### src/rtl/imem_loader.sv
// Instruction-memory loader: streams words into imem from address 0, holds the CPU during load, then runs it until the PC leaves the program.
// Optional checksum gate on the loaded image: define LOADER_CHECKSUM_EN.
module imem_loader #(
    parameter int IWIDTH   = 32,
    parameter int PC_WIDTH = 32,
    parameter int DEPTH    = 6
) (
    input  logic                l_clk,
    input  logic                l_rst,
    input  logic                l_i_start,
    input  logic [DEPTH:0]      l_i_len,
`ifdef LOADER_CHECKSUM_EN
    input  logic [IWIDTH-1:0]   l_i_csum,
`endif
    input  logic                l_i_valid,
    input  logic [IWIDTH-1:0]   l_i_data,
    output logic                l_o_ready,
    output logic                l_o_we,
    output logic [DEPTH-1:0]    l_o_waddr,
    output logic [IWIDTH-1:0]   l_o_wdata,
    output logic                l_o_cpu_hold,
    output logic                l_o_cpu_ce,
    input  logic [PC_WIDTH-1:0] l_i_pc,
    output logic                l_o_busy,
    output logic                l_o_done,
    output logic                l_o_err,
    output logic [DEPTH:0]      l_o_count
);

    typedef enum logic [2:0] {
        S_IDLE,
        S_LOAD,
        S_SETTLE,
        S_RUN,
        S_DONE
    } state_t;

    typedef struct packed {
        logic hold;
        logic ce;
        logic busy;
        logic done;
    } flags_t;

    localparam logic [DEPTH:0] MAX_LEN = {1'b1, {DEPTH{1'b0}}};

    state_t               state;
    flags_t               flags_q;
    logic [DEPTH:0]       len_q;
    logic [DEPTH:0]       count_q;
    logic [DEPTH:0]       count_inc;
    logic                 start_ok;
    logic                 handshake;
    logic [PC_WIDTH-1:0]  pc_limit;
`ifdef LOADER_CHECKSUM_EN
    logic [31:0]          sum_q;
    logic [IWIDTH-1:0]    csum_q;
`endif

    // Status outputs are registered alongside the state they describe.
    function automatic flags_t flags_of(input state_t s);
        flags_t f;
        f = '{hold: 1'b1, ce: 1'b0, busy: 1'b0, done: 1'b0};
        case (s)
            S_LOAD, S_SETTLE: f.busy = 1'b1;
            S_RUN:            f = '{hold: 1'b0, ce: 1'b1, busy: 1'b1, done: 1'b0};
            S_DONE:           f = '{hold: 1'b0, ce: 1'b0, busy: 1'b0, done: 1'b1};
            default:          f = '{hold: 1'b1, ce: 1'b0, busy: 1'b0, done: 1'b0};
        endcase
        return f;
    endfunction

    assign l_o_ready    = (state == S_LOAD);
    assign handshake    = l_i_valid & l_o_ready;
    assign start_ok     = (l_i_len != '0) && (l_i_len <= MAX_LEN);
    assign count_inc    = count_q + 1'b1;
    assign pc_limit     = PC_WIDTH'(len_q) << 2;
    assign l_o_cpu_hold = flags_q.hold;
    assign l_o_cpu_ce   = flags_q.ce;
    assign l_o_busy     = flags_q.busy;
    assign l_o_done     = flags_q.done;
    assign l_o_count    = count_q;

    // NOTE: every register here uses non-blocking assignment so all branches see pre-edge values.
    always_ff @(posedge l_clk) begin
        if (l_rst) begin
            state     <= S_IDLE;
            flags_q   <= flags_of(S_IDLE);
            len_q     <= '0;
            count_q   <= '0;
            l_o_we    <= 1'b0;
            l_o_waddr <= '0;
            l_o_wdata <= '0;
            l_o_err   <= 1'b0;
`ifdef LOADER_CHECKSUM_EN
            sum_q     <= '0;
            csum_q    <= '0;
`endif
        end else begin
            l_o_we  <= 1'b0;
            l_o_err <= 1'b0;
            case (state)
                S_IDLE, S_DONE: begin
                    if (l_i_start) begin
                        if (start_ok) begin
                            state   <= S_LOAD;
                            flags_q <= flags_of(S_LOAD);
                            len_q   <= l_i_len;
                            count_q <= '0;
`ifdef LOADER_CHECKSUM_EN
                            sum_q   <= '0;
                            csum_q  <= l_i_csum;
`endif
                        end else begin
                            l_o_err <= 1'b1;
                        end
                    end
                end
                S_LOAD: begin
                    if (handshake) begin
                        l_o_we    <= 1'b1;
                        l_o_waddr <= count_q[DEPTH-1:0];
                        l_o_wdata <= l_i_data;
                        count_q   <= count_inc;
`ifdef LOADER_CHECKSUM_EN
                        sum_q     <= sum_q + 32'(l_i_data);
`endif
                        if (count_inc == len_q) begin
                            state   <= S_SETTLE;
                            flags_q <= flags_of(S_SETTLE);
                        end
                    end
                end
                S_SETTLE: begin
`ifdef LOADER_CHECKSUM_EN
                    // A corrupt image never gets to execute.
                    if (sum_q == 32'(csum_q)) begin
                        state   <= S_RUN;
                        flags_q <= flags_of(S_RUN);
                    end else begin
                        state   <= S_DONE;
                        flags_q <= flags_of(S_DONE);
                        l_o_err <= 1'b1;
                    end
`else
                    state   <= S_RUN;
                    flags_q <= flags_of(S_RUN);
`endif
                end
                S_RUN: begin
                    if (l_i_pc >= pc_limit) begin
                        state   <= S_DONE;
                        flags_q <= flags_of(S_DONE);
                    end
                end
                default: begin
                    state   <= S_IDLE;
                    flags_q <= flags_of(S_IDLE);
                end
            endcase
        end
    end

endmodule

### config.mk
export PLATFORM = sky130hd
export DESIGN_NAME = imem_loader
export DESIGN_NICKNAME = d
export VERILOG_FILES = /design/src/rtl/imem_loader.sv
export SDC_FILE = /design/constraint.sdc
export NUM_CORES = 1
export LEC_CHECK = 0
export CORE_ASPECT_RATIO = 0.7
export CORE_MARGIN = 2
export CORE_UTILIZATION = 46
export CTS_BUF_LIST = sky130_fd_sc_hd__clkbuf_2 sky130_fd_sc_hd__clkbuf_4 sky130_fd_sc_hd__clkbuf_8
export DETAILED_ROUTE_END_ITERATION = 10
export PLACE_DENSITY = 0.95
export SYNTH_ARGS = -nofsm -noshare
export SYNTH_HDL_FRONTEND = slang
export SYNTH_SLANG_ARGS = --single-unit
export TNS_END_PERCENT = 20
### constraint.sdc
create_clock -name l_clk -period 5.4 [get_ports l_clk]
set_input_delay 1.08 -clock l_clk [delete_from_list [all_inputs] [get_ports l_clk]]
set_output_delay 1.08 -clock l_clk [all_outputs]
set_load 0.02 [all_outputs]
==> summary.md, run 1 <==
| Metric | Value |
|---|---|
| Status | finished, final reports clean |
| Layout area overhead | 54.0% |
| Largest net degree at the start of global routing | 63 |
| Data arrival time of the worst path | 2.07 ns |
| Peak supply drop | 0.000184 V |
| Post-CTS sizing | 0 |
| Seq/Total Area, Yosys | 0.454 |
| Syn nets | 421 |
| Synth Area in Compound Gates | 0.157 |
| Synthesis Warnings | 0 |
| Hold-fix buffers, CTS | 0 |
| Synthesized area | 2690 sq um |
| IO buf count | 126 |
| Synth cell types | 36 |
| Adder-Cell Fraction of Synth Area | 0.0372 |
| Clock buffer depth | 2 |
| Clk_skew | 0.00858 ns |
| Reg clk slew, reported paths | 0.06 ns |
| Post-synthesis mux area share | 0.0298 |
| Area contributors post-synth | dfxtp_1, nand2_1, a21oi_1, ha_1, clkbuf_1 |
| LEAKAGE | 0.00151 uW |
| Die footprint | 6490 sq um |
| DRC viols | 0 |
| DR iter-0 viols | 211 |
| Die H | 68.0 um |
| Biggest area consumer among synthesized cells | dfxtp_1 |
| Final Max Tran Viols | 0 |
| FILL cells | 419 |
| Total Power | 1110 uW |
| Area share of xor/xnor cells in the synthesized design | 0.0325 |
| WL per Instance | 14.2 um |
| Share of post-route cells with drive strength above 1 | 0.0479 |
| First-pass GRT wire length | 11900 um |
| Vias in the first global route | 2610 |
| Final setup fails | 0 |
| Tmin final | 3.15 ns |
| Most frequent cells in the layout | clkdlybuf4s50_1, nand2_1, dfxtp_1, a21oi_1, nor2_1 |
| Nets | 537 |
| CTS tree | yes |
| Synth Instances | 338 |
| Synthesized flop and latch total | 61 |
| Max Cap Violations | 0 |
| Simple logic cell fraction of the synthesized area | 0.241 |
| Largest family of logic cells by synthesized area | simple AND/OR/NAND/NOR gates |
| Initial Util | 0.472 |
| Pre-antenna DRT Iters | 4 |
| Final Util | 0.727 |
| CP max FO | 6 |
| Clock Latency Late Sink | 0.34 ns |
| Max transition margin | 0.233 |
| H-tree Lvls | 3 |
| Post-synth top area share | 0.454 |
| Num CTS Buffers | 9 |
| FMAX | 318 MHz |
| Worst Max-Slew Pin Slew | 1.15 ns |
| Kind of critical path | register to output pin |
| DRT antenna net count | 0 |
| RSZ-0062 raised after global routing | false |
| Hold Violations, Final | 0 |
| Clock sink total | 61 |
| Power Dens Cells | 267 nW/um^2 |
| GRT Residual Overflow | 0 |
| Syn avg cell area | 7.96 sq um |
| Setup tns final | 0 ns |
| Setup bufs post-CTS | 0 |
| Antenna violations before repair | 0 |
| Core box area | 5700 sq um |
| DPL Wire Length | 5630 um |
| Die extent in x | 95.4 um |
| Commonest non-fill, non-tap cell in the layout | clkdlybuf4s50_1 |
| Worst hold margin | 0.455 ns |
| DRT Wirelength | 7590 um |
| Crit path launch type | register |
| Worst setup EP type | output pin |
| Diode count | 0 |
| Required time of the critical path | 4.32 ns |
| Fin crit share | 0.582 |
| Placer Congestion | 0.842 |
| Total track usage | 0.238 |
| HP Class | register to register |
| Via count | 2780 |
| Root buffer cell | clkbuf_8 |
| I/O pins | 127 |
| Core Rows | 23 |
| Vias per cell | 5.21 |
[layer usage]
layer  track usage  part of all wire
met2         0.413              0.48
met3         0.107             0.098
met5             0                 0
met4        0.0696             0.011
met1         0.268              0.41
[critical path, cell delays in order, from the launching register on]
cell and delay (ns):
dfxtp_1 0.41, inv_1 0.15, nor3_1 0.46, clkdlybuf4s50_1 0.71
[flip-flops by register name (all words and copies together), names as in the netlist]
register	count
l_o_err	1
l_o_wdata	32
state	3
l_o_busy	1
len_q	7
l_o_waddr	6
l_o_we	1
l_o_cpu_hold	1
l_o_count	7
l_o_done	1
l_o_cpu_ce	1
[worst paths after layout]
| kind | start | end | slack, ns | cells past startpoint |
|---|---|---|---|---|
| setup / recovery | state[0]$_SDFFE_PP0P_ | l_o_ready | 2.25 | 3 |
| hold / removal | l_o_waddr[1]$_SDFFE_PP0P_ | l_o_waddr[1]$_SDFFE_PP0P_ | 0.46 | 2 |
| setup reg to reg | state[0]$_SDFFE_PP0P_ | l_o_count[5]$_SDFFE_PP0P_ | 2.62 | 5 |
| hold reg to reg | l_o_waddr[1]$_SDFFE_PP0P_ | l_o_waddr[1]$_SDFFE_PP0P_ | 0.46 | 2 |
[stage by stage]
step	cells	cell area (sq um)	worst slack, ns
finish	534	4140	2.25
global route	534	4140	2.07
CTS	534	4140	2.27
detailed placement	518	3960	1.96
global placement	518	3960	2.07
floorplan	338	2690	2.54
[cells in the mapped netlist, drive strengths merged]
library cell   n
a311oi         1
or4            4
mux2i          8
nand2         87
a221oi         1
nor2b          1
nor3b          4
buf            1
or4b           1
nand3          3
or3            3
nor3           3
o21a           1
o31ai          1
and3           4
a21oi         52
xor2           4
xnor2          6
a31oi          2
nor4           5
o32ai          1
nand4          2
o21ai         11
nand3b         4
inv           10
dfxtp         61
and2           1
o211ai         1
clkbuf        22
o2111ai        1
nand4bb        1
ha             8
o221a          1
a311o          2
nor2          20
[cell type report]
type                       count  area (sq um)  area share
clock buffer                  12           159      0.0383
timing repair buffer         128          1270       0.307
sequential                    61          1220       0.295
tap                           75          93.8      0.0226
inverter                      10          37.5     0.00906
multi-input combinational    244          1340       0.323
clock inverter                 4          22.5     0.00543
[logic make-up after synthesis]
logic type                 count (synthesis)
and+or+nand+nor                          143
AOI/OAI and AO/OA                         75
DFF                                       61
buffers and inverters                     33
xor gates and xnor gates                  10
muxes                                      8
adders and majority gates                  8
[where the power goes]
part           switching (uW)  internal (uW)  total (uW)
logic                     124            125         249
clock network             167            194         361
registers                19.8            476         496
(Power assumes the default switching activity.)
==> run 2: changes to the inputs <==
--- a/config.mk
+++ b/config.mk
@@ -7,10 +7,10 @@
 export LEC_CHECK = 0
 export CORE_ASPECT_RATIO = 0.7
 export CORE_MARGIN = 2
-export CORE_UTILIZATION = 46
+export CORE_UTILIZATION = 42
 export CTS_BUF_LIST = sky130_fd_sc_hd__clkbuf_2 sky130_fd_sc_hd__clkbuf_4 sky130_fd_sc_hd__clkbuf_8
 export DETAILED_ROUTE_END_ITERATION = 10
-export PLACE_DENSITY = 0.95
+export PLACE_DENSITY = 0.92
 export SYNTH_ARGS = -nofsm -noshare
 export SYNTH_HDL_FRONTEND = slang
 export SYNTH_SLANG_ARGS = --single-unit
==> constraint.sdc (replaced) <==
create_clock -name l_clk -period 3.1 [get_ports l_clk]
set_input_delay 0.62 -clock l_clk [delete_from_list [all_inputs] [get_ports l_clk]]
set_output_delay 0.62 -clock l_clk [all_outputs]
set_load 0.02 [all_outputs]
==> summary.md, run 2 (same netlist as run 1, synthesis figures left out) <==
| Metric | Value |
|---|---|
| R2r startpoint | l_o_count[0]$_SDFFE_PP0P_ |
| Non-Filler Instances | 538 (+0.75%) |
| Reg clk slew, reported paths | 0.06 ns (about the same) |
| Peak supply drop | 0.000391 V (+110%) |
| Kind of critical path | register to output pin |
| Critical path depth in cells | 3 (unchanged) |
| Crit path from | state[0]$_SDFFE_PP0P_ |
| FMAX | 374 MHz |
| Final setup fails | 0 (unchanged) |
| Core Rows | 24 (+4.3%) |
| DRT antenna net count | 0 (unchanged) |
| Die footprint | 7070 sq um (+9.0%) |
| DRT Wirelength | 7240 um (-4.7%) |
| Nets | 538 (+0.19%) |
| Max Cap Violations | 0 (unchanged) |
| Share of post-route cells with drive strength above 1 | 0.0500 (+0.00207) |
| H-tree Lvls | 3 (unchanged) |
| CP top delay family | buffers and inverters |
| Flop-to-flop setup slack | 0.77 ns (-1.85 ns) |
| DR iter-0 viols | 195 (-7.6%) |
| Clock Latency Late Sink | 0.32 ns (-0.02 ns) |
| Crit path launch type | register |
| CTS tree | yes |
| Worst setup EP type | output pin |
| GRT Residual Overflow | 0 (unchanged) |
| IO buf count | 126 (unchanged) |
| Core box area | 6220 sq um (+9.1%) |
| I/O pins | 127 (unchanged) |
| Power Dens Cells | 496 nW/um^2 (+86%) |
| Total track usage | 0.208 (-0.0304) |
| Largest net degree at the start of global routing | 43 (-32%) |
| HP Class | register to register |
| Clock sink total | 61 (unchanged) |
| Critical path buffer and inverter count | 2 (unchanged) |
| R2R depth | 7 (+2) |
| Status | finished, final reports clean |
| Commonest non-fill, non-tap cell in the layout | clkdlybuf4s50_1 |
| Global Route met2 Usage | 0.339 (-0.0735) |
| Final Util | 0.676 (-0.0511) |
| Diode count | 0 (unchanged) |
| FILL cells | 488 (+16%) |
| Root buffer cell | clkbuf_8 |
| Via count | 2715 (-2.3%) |
| WHS Path Cells | 2 (unchanged) |
| LEAKAGE | 0.00154 uW (+1.9%) |
| Data arrival time of the worst path | 2.05 ns (-0.02 ns) |
| Antenna violations before repair | 0 (unchanged) |
| Met3 Use GR | 0.0672 (-0.0396) |
| Fin crit share | 0.862 |
| Vias per cell | 5.05 (-3.1%) |
| Num CTS Buffers | 9 (unchanged) |
| Final Max Tran Viols | 0 (unchanged) |
| DPL Wire Length | 5330 um (-5.2%) |
| Global route hottest layer | met2 |
| Most frequent cells in the layout | clkdlybuf4s50_1, nand2_1, dfxtp_1, a21oi_1, nor2_1 |
| Tmin final | 2.67 ns |
| Crit-path cells | inv_1, nor3_1, clkdlybuf4s50_1 |
| Crit path largest cell delay | 0.71 ns (about the same) |
| Die H | 71.0 um (+4.4%) |
| Hold-fix buffers, CTS | 0 (unchanged) |
| Pre-antenna DRT Iters | 6 (+2) |
| DP Cell Count | 522 (+0.77%) |
| WL per Instance | 13.4 um (-5.4%) |
| Clock buffer depth | 2 (unchanged) |
| Placer Congestion | 0.845 (+0.33%) |
| First-pass GRT wire length | 12000 um (+1.3%) |
| Hold Violations, Final | 0 (unchanged) |
| Met1 Use GR | 0.269 (+0.00175) |
| Clk_skew | 0.00394 ns (-0.00464 ns) |
| Critical Path End | l_o_ready |
| RSZ-0062 raised after global routing | false |
| Slowest cell on crit path | clkdlybuf4s50_1 |
| Post-CTS sizing | 0 (unchanged) |
| Setup tns final | 0 ns (unchanged) |
| Layout area overhead | 56.2% |
| Die extent in x | 99.7 um (+4.5%) |
| Setup bufs post-CTS | 0 (unchanged) |
| CP max FO | 6 (unchanged) |
| Top reg by flops | l_o_wdata |
| Initial Util | 0.433 (-0.0394) |
| Flip-flop count of the largest register after layout | 32 (unchanged) |
| R2R Path End | l_o_cpu_hold$_SDFFE_PP1P_ |
| DRC viols | 0 (unchanged) |
| Max transition margin | 0.672 (+0.439) |
| Worst Max-Slew Pin Slew | 0.492 ns (-0.659 ns) |
| Vias in the first global route | 2635 (+0.96%) |
| Required time of the critical path | 2.48 ns (-1.84 ns) |
==> run 2: area by class of cell <==
class	count	area, sq um	area share
timing repair buffer	129	1280	0.304
multi-input combinational	244	1340	0.319
clock inverter	4	70.1	0.0167
sequential	61	1220	0.291
clock buffer	12	159	0.0378
tap	78	97.6	0.0232
inverter	10	37.5	0.00893
==> run 2: through the flow <==
step	hold slack, ns	total power [uW]	cell area [sq um]	setup slack (ns)
4_1_cts	0.455	2100	4200	0.455
2_1_floorplan	0.507	1100	2690	0.695
3_5_place_dp	0.446	1310	3970	0.180
3_3_place_gp	0.440	1300	3970	0.211
6_report	0.453	2080	4200	0.428
5_1_grt	0.475	2180	4200	0.277
==> run 2: per-layer routing <==
layer  share of wire  up-vias
li1                -     1383
met1            0.45     1217
met2            0.46      109
met3           0.084        6
met4          0.0058        0
met5               0        -
==> run 2: where the power goes <==
| part | switching, uW | total [uW] | internal (uW) |
|---|---|---|---|
| clock network | 288 | 790 | 503 |
| registers | 33.6 | 863 | 829 |
| logic | 213 | 430 | 217 |
| total | 534 | 2080 | 1550 |
==> run 2: tightest hold or removal path: stages (launching register included) <==
cell and delay (ns):
dfxtp_1 0.30, nand2_1 0.05, a21oi_1 0.05
==> run 2: worst min path at each step <==
stage / startpoint / to
2_1_floorplan: len_q[3]$_SDFFE_PP0P_ / len_q[3]$_SDFFE_PP0P_
3_3_place_gp: l_o_wdata[15]$_SDFFE_PP0P_ / l_o_wdata[15]$_SDFFE_PP0P_
3_5_place_dp: l_o_wdata[24]$_SDFFE_PP0P_ / l_o_wdata[24]$_SDFFE_PP0P_
4_1_cts: l_o_wdata[24]$_SDFFE_PP0P_ / l_o_wdata[24]$_SDFFE_PP0P_
5_1_grt: l_o_wdata[18]$_SDFFE_PP0P_ / l_o_wdata[18]$_SDFFE_PP0P_
6_report: l_o_wdata[10]$_SDFFE_PP0P_ / l_o_wdata[10]$_SDFFE_PP0P_
